==> config.mk <==
export PLATFORM = sky130hd
export DESIGN_NAME = seq_divider_core
export DESIGN_NICKNAME = d
export VERILOG_FILES = /design/src/rtl/seq_divider_pkg.sv /design/src/rtl/seq_divider_step.sv /design/src/rtl/seq_divider_core.sv
export SDC_FILE = /design/constraint.sdc
export NUM_CORES = 1
export LEC_CHECK = 0
export ABC_AREA = 0
export ABC_CLOCK_PERIOD_IN_PS = 3600
export BUFFER_PORTS_ARGS = -buffer_cell sky130_fd_sc_hd__buf_2
export CAP_MARGIN = 40
export CORE_ASPECT_RATIO = 1.2
export CORE_MARGIN = 2
export CORE_UTILIZATION = 30
export CTS_CLUSTER_DIAMETER = 120
export CTS_CLUSTER_SIZE = 10
export DETAILED_ROUTE_END_ITERATION = 10
export PLACE_DENSITY_LB_ADDON = 0.08
export SYNTH_ARGS = -nofsm -noshare
export SYNTH_HDL_FRONTEND = slang
export SYNTH_HIERARCHICAL = 1
export SYNTH_SLANG_ARGS = --single-unit
==> constraint.sdc <==
create_clock -name mclk -period 3.6 [get_ports mclk]
set_input_delay 0.18 -clock mclk [delete_from_list [all_inputs] [get_ports mclk]]
set_output_delay 0.18 -clock mclk [all_outputs]
set_load 0.05 [all_outputs]
==> src/rtl/seq_divider_pkg.sv <==
// -----------------------------------------------------------------------------
// seq_divider_pkg
//   Shared types and constants for the sequential restoring divider.
//   - state_t       : FSM states of seq_divider_core
//   - DEFAULT_WIDTH : default operand/result width
//   - cnt_width()   : width of the bit counter for a given operand width
// -----------------------------------------------------------------------------
package seq_divider_pkg;

  localparam int DEFAULT_WIDTH = 16;

  typedef enum logic [1:0] {
    IDLE = 2'd0,
    CALC = 2'd1,
    FIX  = 2'd2,
    DONE = 2'd3
  } state_t;

  // The counter must be able to hold the value WIDTH itself.
  function automatic int cnt_width(input int w);
    return $clog2(w + 1);
  endfunction

endpackage

==> src/rtl/seq_divider_step.sv <==
// -----------------------------------------------------------------------------
// seq_divider_step
//   Combinational single step of a radix-2 restoring division:
//   shift the next dividend bit into the partial remainder, compare against
//   the divisor, subtract when it fits and record the quotient bit.
// Ports
//   rem     in  WIDTH  current partial remainder (always < den after a step)
//   quo     in  WIDTH  dividend bits still to consume / quotient bits so far
//   den     in  WIDTH  divisor
//   rem_nxt out WIDTH  partial remainder after this step
//   quo_nxt out WIDTH  shifted quotient with the new bit in the LSB
// -----------------------------------------------------------------------------
module seq_divider_step
  import seq_divider_pkg::*;
#(
  parameter int WIDTH = DEFAULT_WIDTH
) (
  input  logic [WIDTH-1:0] rem,
  input  logic [WIDTH-1:0] quo,
  input  logic [WIDTH-1:0] den,
  output logic [WIDTH-1:0] rem_nxt,
  output logic [WIDTH-1:0] quo_nxt
);

  // One extra bit so the shifted remainder never overflows the compare.
  logic [WIDTH:0] trial;
  logic [WIDTH:0] diff;
  logic           fits;

  always_comb begin
    trial   = {rem, quo[WIDTH-1]};
    diff    = trial - {1'b0, den};
    fits    = (trial >= {1'b0, den});
    rem_nxt = fits ? diff[WIDTH-1:0] : trial[WIDTH-1:0];
    quo_nxt = {quo[WIDTH-2:0], fits};
  end

endmodule

==> src/rtl/seq_divider_core.sv <==
// -----------------------------------------------------------------------------
// seq_divider_core
//   Iterative radix-2 restoring divider producing one quotient bit per clock.
//   A start pulse in IDLE/DONE latches n/d; done rises WIDTH edges later
//   (WIDTH+1 in the signed build) and q/r then hold until the next start.
//   Divide by zero follows the plain algorithm: q = all-ones, r = n.
// Configuration
//   SEQ_DIVIDER_SIGNED_EN : two's complement operands; magnitudes are divided
//                           and an extra FIX cycle applies the signs
//                           (truncating quotient, remainder takes sign of n).
// Ports
//   mclk     in   1      system clock
//   puc_rst  in   1      asynchronous active-high reset
//   start    in   1      one-cycle request, n/d sampled on the same edge
//   n        in   WIDTH  dividend
//   d        in   WIDTH  divisor
//   q        out  WIDTH  quotient (registered)
//   r        out  WIDTH  remainder (registered)
//   busy     out  1      division in progress
//   done     out  1      result valid, until the next accepted start
// -----------------------------------------------------------------------------
module seq_divider_core
  import seq_divider_pkg::*;
#(
  parameter int WIDTH = DEFAULT_WIDTH
) (
  input  logic             mclk,
  input  logic             puc_rst,
  input  logic             start,
  input  logic [WIDTH-1:0] n,
  input  logic [WIDTH-1:0] d,
  output logic [WIDTH-1:0] q,
  output logic [WIDTH-1:0] r,
  output logic             busy,
  output logic             done
);

  localparam int             CNT_W    = cnt_width(WIDTH);
  localparam logic [CNT_W-1:0] CNT_INIT = CNT_W'(WIDTH);
  localparam logic [CNT_W-1:0] CNT_ONE  = CNT_W'(1);

  state_t           state;
  state_t           state_nxt;

  logic [WIDTH-1:0] rem_q;
  logic [WIDTH-1:0] quo_q;
  logic [WIDTH-1:0] den_q;
  logic [CNT_W-1:0] cnt_q;
  logic [WIDTH-1:0] rem_nxt;
  logic [WIDTH-1:0] quo_nxt;
  logic [WIDTH-1:0] n_mag;
  logic [WIDTH-1:0] d_mag;
  logic             accept;
  logic             last_bit;

`ifdef SEQ_DIVIDER_SIGNED_EN
  logic             r_neg_q;
  logic             q_neg_q;
`endif

  seq_divider_step #(
    .WIDTH (WIDTH)
  ) u_step (
    .rem     (rem_q),
    .quo     (quo_q),
    .den     (den_q),
    .rem_nxt (rem_nxt),
    .quo_nxt (quo_nxt)
  );

  always_comb begin
    accept   = start && ((state == IDLE) || (state == DONE));
    last_bit = (state == CALC) && (cnt_q == CNT_ONE);
`ifdef SEQ_DIVIDER_SIGNED_EN
    n_mag    = n[WIDTH-1] ? -n : n;
    d_mag    = d[WIDTH-1] ? -d : d;
`else
    n_mag    = n;
    d_mag    = d;
`endif
  end

  always_ff @(posedge mclk or posedge puc_rst) begin
    if (puc_rst) state <= IDLE;
    else         state <= state_nxt;
  end

  always_comb begin
    state_nxt = state;
    busy      = 1'b0;
    done      = 1'b0;
    case (state)
      IDLE: begin
        if (start) state_nxt = CALC;
      end
      CALC: begin
        busy = 1'b1;
`ifdef SEQ_DIVIDER_SIGNED_EN
        if (last_bit) state_nxt = FIX;
`else
        if (last_bit) state_nxt = DONE;
`endif
      end
      FIX: begin
`ifdef SEQ_DIVIDER_SIGNED_EN
        busy      = 1'b1;
        state_nxt = DONE;
`else
        state_nxt = IDLE;
`endif
      end
      DONE: begin
        done = 1'b1;
        if (start) state_nxt = CALC;
      end
      default: state_nxt = IDLE;
    endcase
  end

  always_ff @(posedge mclk or posedge puc_rst) begin
    if (puc_rst) begin
      rem_q   <= '0;
      quo_q   <= '0;
      den_q   <= '0;
      cnt_q   <= '0;
      q       <= '0;
      r       <= '0;
`ifdef SEQ_DIVIDER_SIGNED_EN
      r_neg_q <= 1'b0;
      q_neg_q <= 1'b0;
`endif
    end else if (accept) begin
      rem_q   <= '0;
      quo_q   <= n_mag;
      den_q   <= d_mag;
      cnt_q   <= CNT_INIT;
`ifdef SEQ_DIVIDER_SIGNED_EN
      r_neg_q <= n[WIDTH-1];
      // Divisor magnitude of zero keeps the quotient unsigned-all-ones,
      // negated only by the dividend sign.
      q_neg_q <= n[WIDTH-1] ^ d[WIDTH-1];
`endif
    end else if (state == CALC) begin
      rem_q <= rem_nxt;
      quo_q <= quo_nxt;
      cnt_q <= cnt_q - CNT_ONE;
`ifndef SEQ_DIVIDER_SIGNED_EN
      if (last_bit) begin
        q <= quo_nxt;
        r <= rem_nxt;
      end
`endif
    end
`ifdef SEQ_DIVIDER_SIGNED_EN
    else if (state == FIX) begin
      q <= q_neg_q ? -quo_q : quo_q;
      r <= r_neg_q ? -rem_q : rem_q;
    end
`endif
  end

endmodule

# Yosys cells after proc, flatten, opt, wreduce, memory -nomap -nowiden
# Cells that the tools add are included.
[totals]
register_bits = 87
input_bits = 35
out_inout_bits = 34
wordCells = 37
[classes]
addsub = 2
order_cmp = 1
n_eq_ne = 6
n_mux = 12
bitwise = 1
n_reduce_logical = 8
[ops]
columns = ["op", "count"]
rows = [
  ["16-bit 2-to-1 mux", 5],
  ["17-bit by 16-bit greater-or-equal comparator with 1-bit output", 1],
  ["16-bit subtractor", 1],
  ["5-bit 2-to-1 mux", 2],
  ["2-bit case mux with 3 select lines", 1],
  ["5-bit by 1-bit equality test with 1-bit output, second input constant", 1],
  ["5-bit by 1-bit subtractor with 5-bit output, second input constant", 1],
  ["2-bit equality test, second input constant", 2],
  ["2-bit 2-to-1 mux", 2],
  ["3-bit AND reduction", 1],
  ["2-bit by 1-bit equality test with 1-bit output, second input constant", 1],
  ["1-bit logical AND", 2],
  ["2-bit logical NOT", 1],
  ["1-bit 2-to-1 mux", 2],
  ["2-bit by 1-bit inequality test with 1-bit output, second input constant", 1],
  ["2-bit inequality test, second input constant", 1],
  ["2-bit AND reduction", 1],
  ["2-bit nonzero test", 1],
  ["2-bit OR reduction", 1],
  ["1-bit logical OR", 1],
  ["1-bit inverter", 1],
]

# Depth between registers and ports, before layout
[depth]
depth_word = 5
depth_mapped = 13
mapped_depth_nobuf = 11

# Modules after synthesis
# Netlist, hierarchy kept.
[modules_own_cells]
columns = ["module", "n_inst", "cells_per_inst", "area_each_um2", "seq_area_each_um2"]
rows = [
  ["seq_divider_core", 1, 298, 3719.8, 2177.1],
  ["seq_divider_step", 1, 172, 1285.0, 0.0],
]

# Worst setup path after synthesis
# Ideal clock, no wire load.
[synth_path]
kind = "register -> register"
from = "register rem_q[13]"
to = "register r[10]"
setup_time_ns = 0.125
arrival_time_ns = 2.568
required_time_ns = 3.475
path_slack_ns = 0.907
path_stages_with_launch = 12
n_path_buf = 2
synth_period_minus_slack_ns = 2.693
path_cell_list = "dfrtp_1 > ha_1 > buf_6 > a21o_1 > a211o_1 > a41o_1 > a31oi_4 > o21a_4 > inv_4 > buf_12 > mux2_4 > mux2_4"
[synth_between]
elab_chain_cells = 2
[synth_lines]
columns = ["element", "line", "source"]
rows = [
  ["start, declared", "seq_divider_core.sv:45", "logic [WIDTH-1:0] rem_q;"],
  ["start signal, assigned", "seq_divider_core.sv:144", "rem_q <= rem_nxt;"],
  ["17-bit by 16-bit greater-or-equal comparator with 1-bit output", "seq_divider_step.sv:33", "fits = (trial >= {1'b0, den});"],
  ["via u_step.fits", "seq_divider_step.sv:28", "logic fits;"],
  ["16-bit 2-to-1 mux", "seq_divider_step.sv:34", "rem_nxt = fits ? diff[WIDTH-1:0] : trial[WIDTH-1:0];"],
  ["via rem_nxt[10]", "seq_divider_core.sv:49", "logic [WIDTH-1:0] rem_nxt;"],
  ["end signal, assigned", "seq_divider_core.sv:150", "r <= rem_nxt;"],
  ["end, declared", "seq_divider_core.sv:33", "output logic [WIDTH-1:0] r,"],
]
# The timed path passes the listed nets, and every way through them passes these cells.
# A chain may end at the register's enable or synchronous reset.

# Final worst setup path
[layout_path]
from = "register rem_q[3]"
to = "register r[3]"
[layout_between]
elab_chain_cells = 2
[layout_lines]
columns = ["element", "line", "source"]
rows = [
  ["17-bit by 16-bit greater-or-equal comparator with 1-bit output", "seq_divider_step.sv:33", ""],
  ["via quo_nxt[0]", "seq_divider_core.sv:50", "logic [WIDTH-1:0] quo_nxt;"],
  ["16-bit 2-to-1 mux", "seq_divider_step.sv:34", ""],
  ["via rem_nxt[3]", "seq_divider_core.sv:49", ""],
]
# The timed path passes the listed nets, and every way through them passes these cells.

==> metrics <==
initial antenna violation count=1; CP Buf/Inv Count=1; crit-path max cell delay=0.39 ns; RSZ-0062 raised after global routing=false; H-Tree Depth=3; CP Class=reg2reg; endpoints failing setup=0; Synth top area share=0.435; first-pass GRT wire length=19300 um; filler cell count=1667; Final GP Congestion=0.744; Final period util=0.814; die width=roughly 120 um; Period minus WS final=between 2 and 3 ns; Slew Limit Fails=0; Critical-path top delay cell=dfrtp_1; cell taking the most area after synthesis=dfrtp_1; Post-Synthesis Cells=470; std cell rows=51; Vias=3375; Ports=69; Synth warnings=6; Worst Setup End Kind=flop; Fin. Hold Viols=0; largest net degree at the start of global routing=48; vias in the first global route=3706; multi-input logic area=2450 um^2; Hold Path Depth=3; CP cell instances=ha_1, nand3_1, o21bai_1, a311oi_1, o21ai_1, o21a_4, inv_4, mux2_2, mux2_4; worst path arrival time=3.16 ns; Antenna Violating Nets Remaining=0; Post-Syn Area per Cell=10.6 um^2; syn nets=528; Post-Syn Area=about 5000 um^2; cell depth of the worst setup path=9; worst-margin pin slew=about 0.74 ns; Synth area leaders=dfrtp_1 44%, mux2_4 11%, mux2i_1 7.2%; CTS sink cnt=87; gr ovfl total=0; Post-synth ARST share=1.00; die area=17700 um^2; detailed placement HPWL=approximately 7900 um; first drt pass iteration count=4; Core ar.=16300 um^2; die height=145 um; top post-synthesis cells by count=87 x dfrtp_1, 80 x nand2_1, 38 x mux2_4; M1 GR Usage=0.175; met2 Track Usage GR=0.222; Reg clk slew, reported paths=roughly 0.070 ns; total wire length after detailed routing=roughly 11000 um; Worst Path Required=3.83 ns; grt peak-use layer=met2; most numerous cell in the Yosys netlist=dfrtp_1; Max Clk Rate=341 MHz; clock root buffer master=clkbuf_16; max_slew headroom=0.508; Unique masters post-synth=50; All-Layer GR Usage=0.138; Seq cells post-synth=87; clock tree buffer depth=2; crit-path max FO=14; setup TNS=0 ns; Worst Setup Start Kind=flop; DR iter-0 viols=66; number of diodes=0; DR vias/cell=around 4.6; met3 GRT Util=0.0349; CTS buffer count=9; area delta synth->final=14.2%; TritonCTS clock tree=done; EDFF count, synth=0; wire per inst=15.5 um; Max Cap Violations=0; skew final=0.0101 ns; share of layout cells above drive strength 1=0.270; Seq. cell area=2180 um^2; I/O Buffers=68; fin area=~5700 um^2; ys flop type=dfrtp_1; Worst R2R Path Depth=9; Initial Util=0.308; min-delay worst type=in2reg; status=complete, no violations; top cell family by delay on the critical path=compound AO/OA/AOI/OAI gates; # DRC=0; latest clock arrival within the worst-skew pair=0.35 ns; Seq/Total Area, Yosys=0.435; placement-stage cell area=5410 um^2; nets@finish=575
-- layer usage --
metal  routed length (um)  up-vias
met1                 5360     1625
met3                  528       14
li1                     -     1675
met2                 5230       61
met4                  242        0
met5                    0        -
-- worst paths after layout --
| path | startpoint | end | slack, ns |
|---|---|---|---|
| setup / recovery | rem_q[3]$_DFFE_PP0P_ | r[3]$_DFFE_PP0P_ | 0.67 |
| hold reg to reg | den_q[2]$_DFFE_PP0P_ | den_q[2]$_DFFE_PP0P_ | 0.48 |
| min in group asynchronous | puc_rst | quo_q[6]$_DFFE_PP0P_ | 0.45 |
| setup reg to reg | rem_q[3]$_DFFE_PP0P_ | r[3]$_DFFE_PP0P_ | 0.67 |
| hold / removal | d[14] | den_q[14]$_DFFE_PP0P_ | 0.02 |
| max in group asynchronous | puc_rst | r[9]$_DFFE_PP0P_ | 2.31 |
-- tightest hold or removal path: cells and delay by family --
kind | cells | cell delay (ns)
and+or+nand+nor | 2 | 0.08
buffers and inverters | 1 | 0.08
-- stage by stage --
stage | util | setup WS [ns] | cells | hold WS, ns
floorplan | - | 0.907 | 470 | 0.285
global placement | 0.331 | 0.706 | 716 | 0.306
detailed placement | 0.332 | 0.690 | 717 | 0.315
CTS | 0.351 | 0.665 | 734 | 0.00710
global route | 0.351 | 0.529 | 734 | 0.0222
finish | 0.351 | 0.670 | 734 | 0.0177
-- repair_timing --
action                                 in CTS  in global routing
setup buffers                               0                  0
hold buffers                                1                  0
endpoints found under the hold margin      36                  0
resized for setup                           0                  0
-- area by class of cell --
cell class | count | share of cell area
Timing Repair Buffer | 75 | 0.0714
Sequential cell | 87 | 0.381
Clock buffer | 10 | 0.0401
Clock inverter | 6 | 0.0120
Tap cell | 212 | 0.0464
Multi-Input combinational cell | 314 | 0.429
Inverter | 30 | 0.0204
-- state kept, by name, summed over array words and instances (netlist names) --
name   count
cnt_q      5
den_q     16
q         16
quo_q     16
r         16
rem_q     16
state      2
-- cells in the final DEF (no fill, tap or decap), types with 2 or more instances in the layout --
cell	netlist	routed
dfrtp_1	87	87
nand2_1	80	80
buf_2	6	68
mux2_4	38	38
mux2i_1	36	36
nor2_1	29	29
inv_1	29	28
o21ai_0	25	25
ha_1	22	21
a21oi_1	11	11
xnor2_1	11	11
clkbuf_16	0	9
mux2_2	6	6
xor2_1	5	5
buf_4	18	5
o21bai_1	4	4
a211oi_1	3	3
a21o_1	3	3
nand3_1	3	3
nand4_1	3	3
a31oi_1	3	3
nor2b_1	2	2
clkinv_2	0	2
o21a_1	2	2
inv_6	0	2
and3_1	2	2
a211o_1	2	2
a41o_1	2	2
-- kinds of logic after synthesis --
logic type	count (synthesis)	synth area share
flops	87	0.435
fa+ha+maj	23	0.0590
mux	80	0.200
xor+xnor	16	0.0280
simple gates	130	0.116
buf+inv	69	0.0765
compound gates	65	0.0862
Power is not shown: default switching activity piles up to over one toggle a cycle in this logic, so the estimate is an artifact.
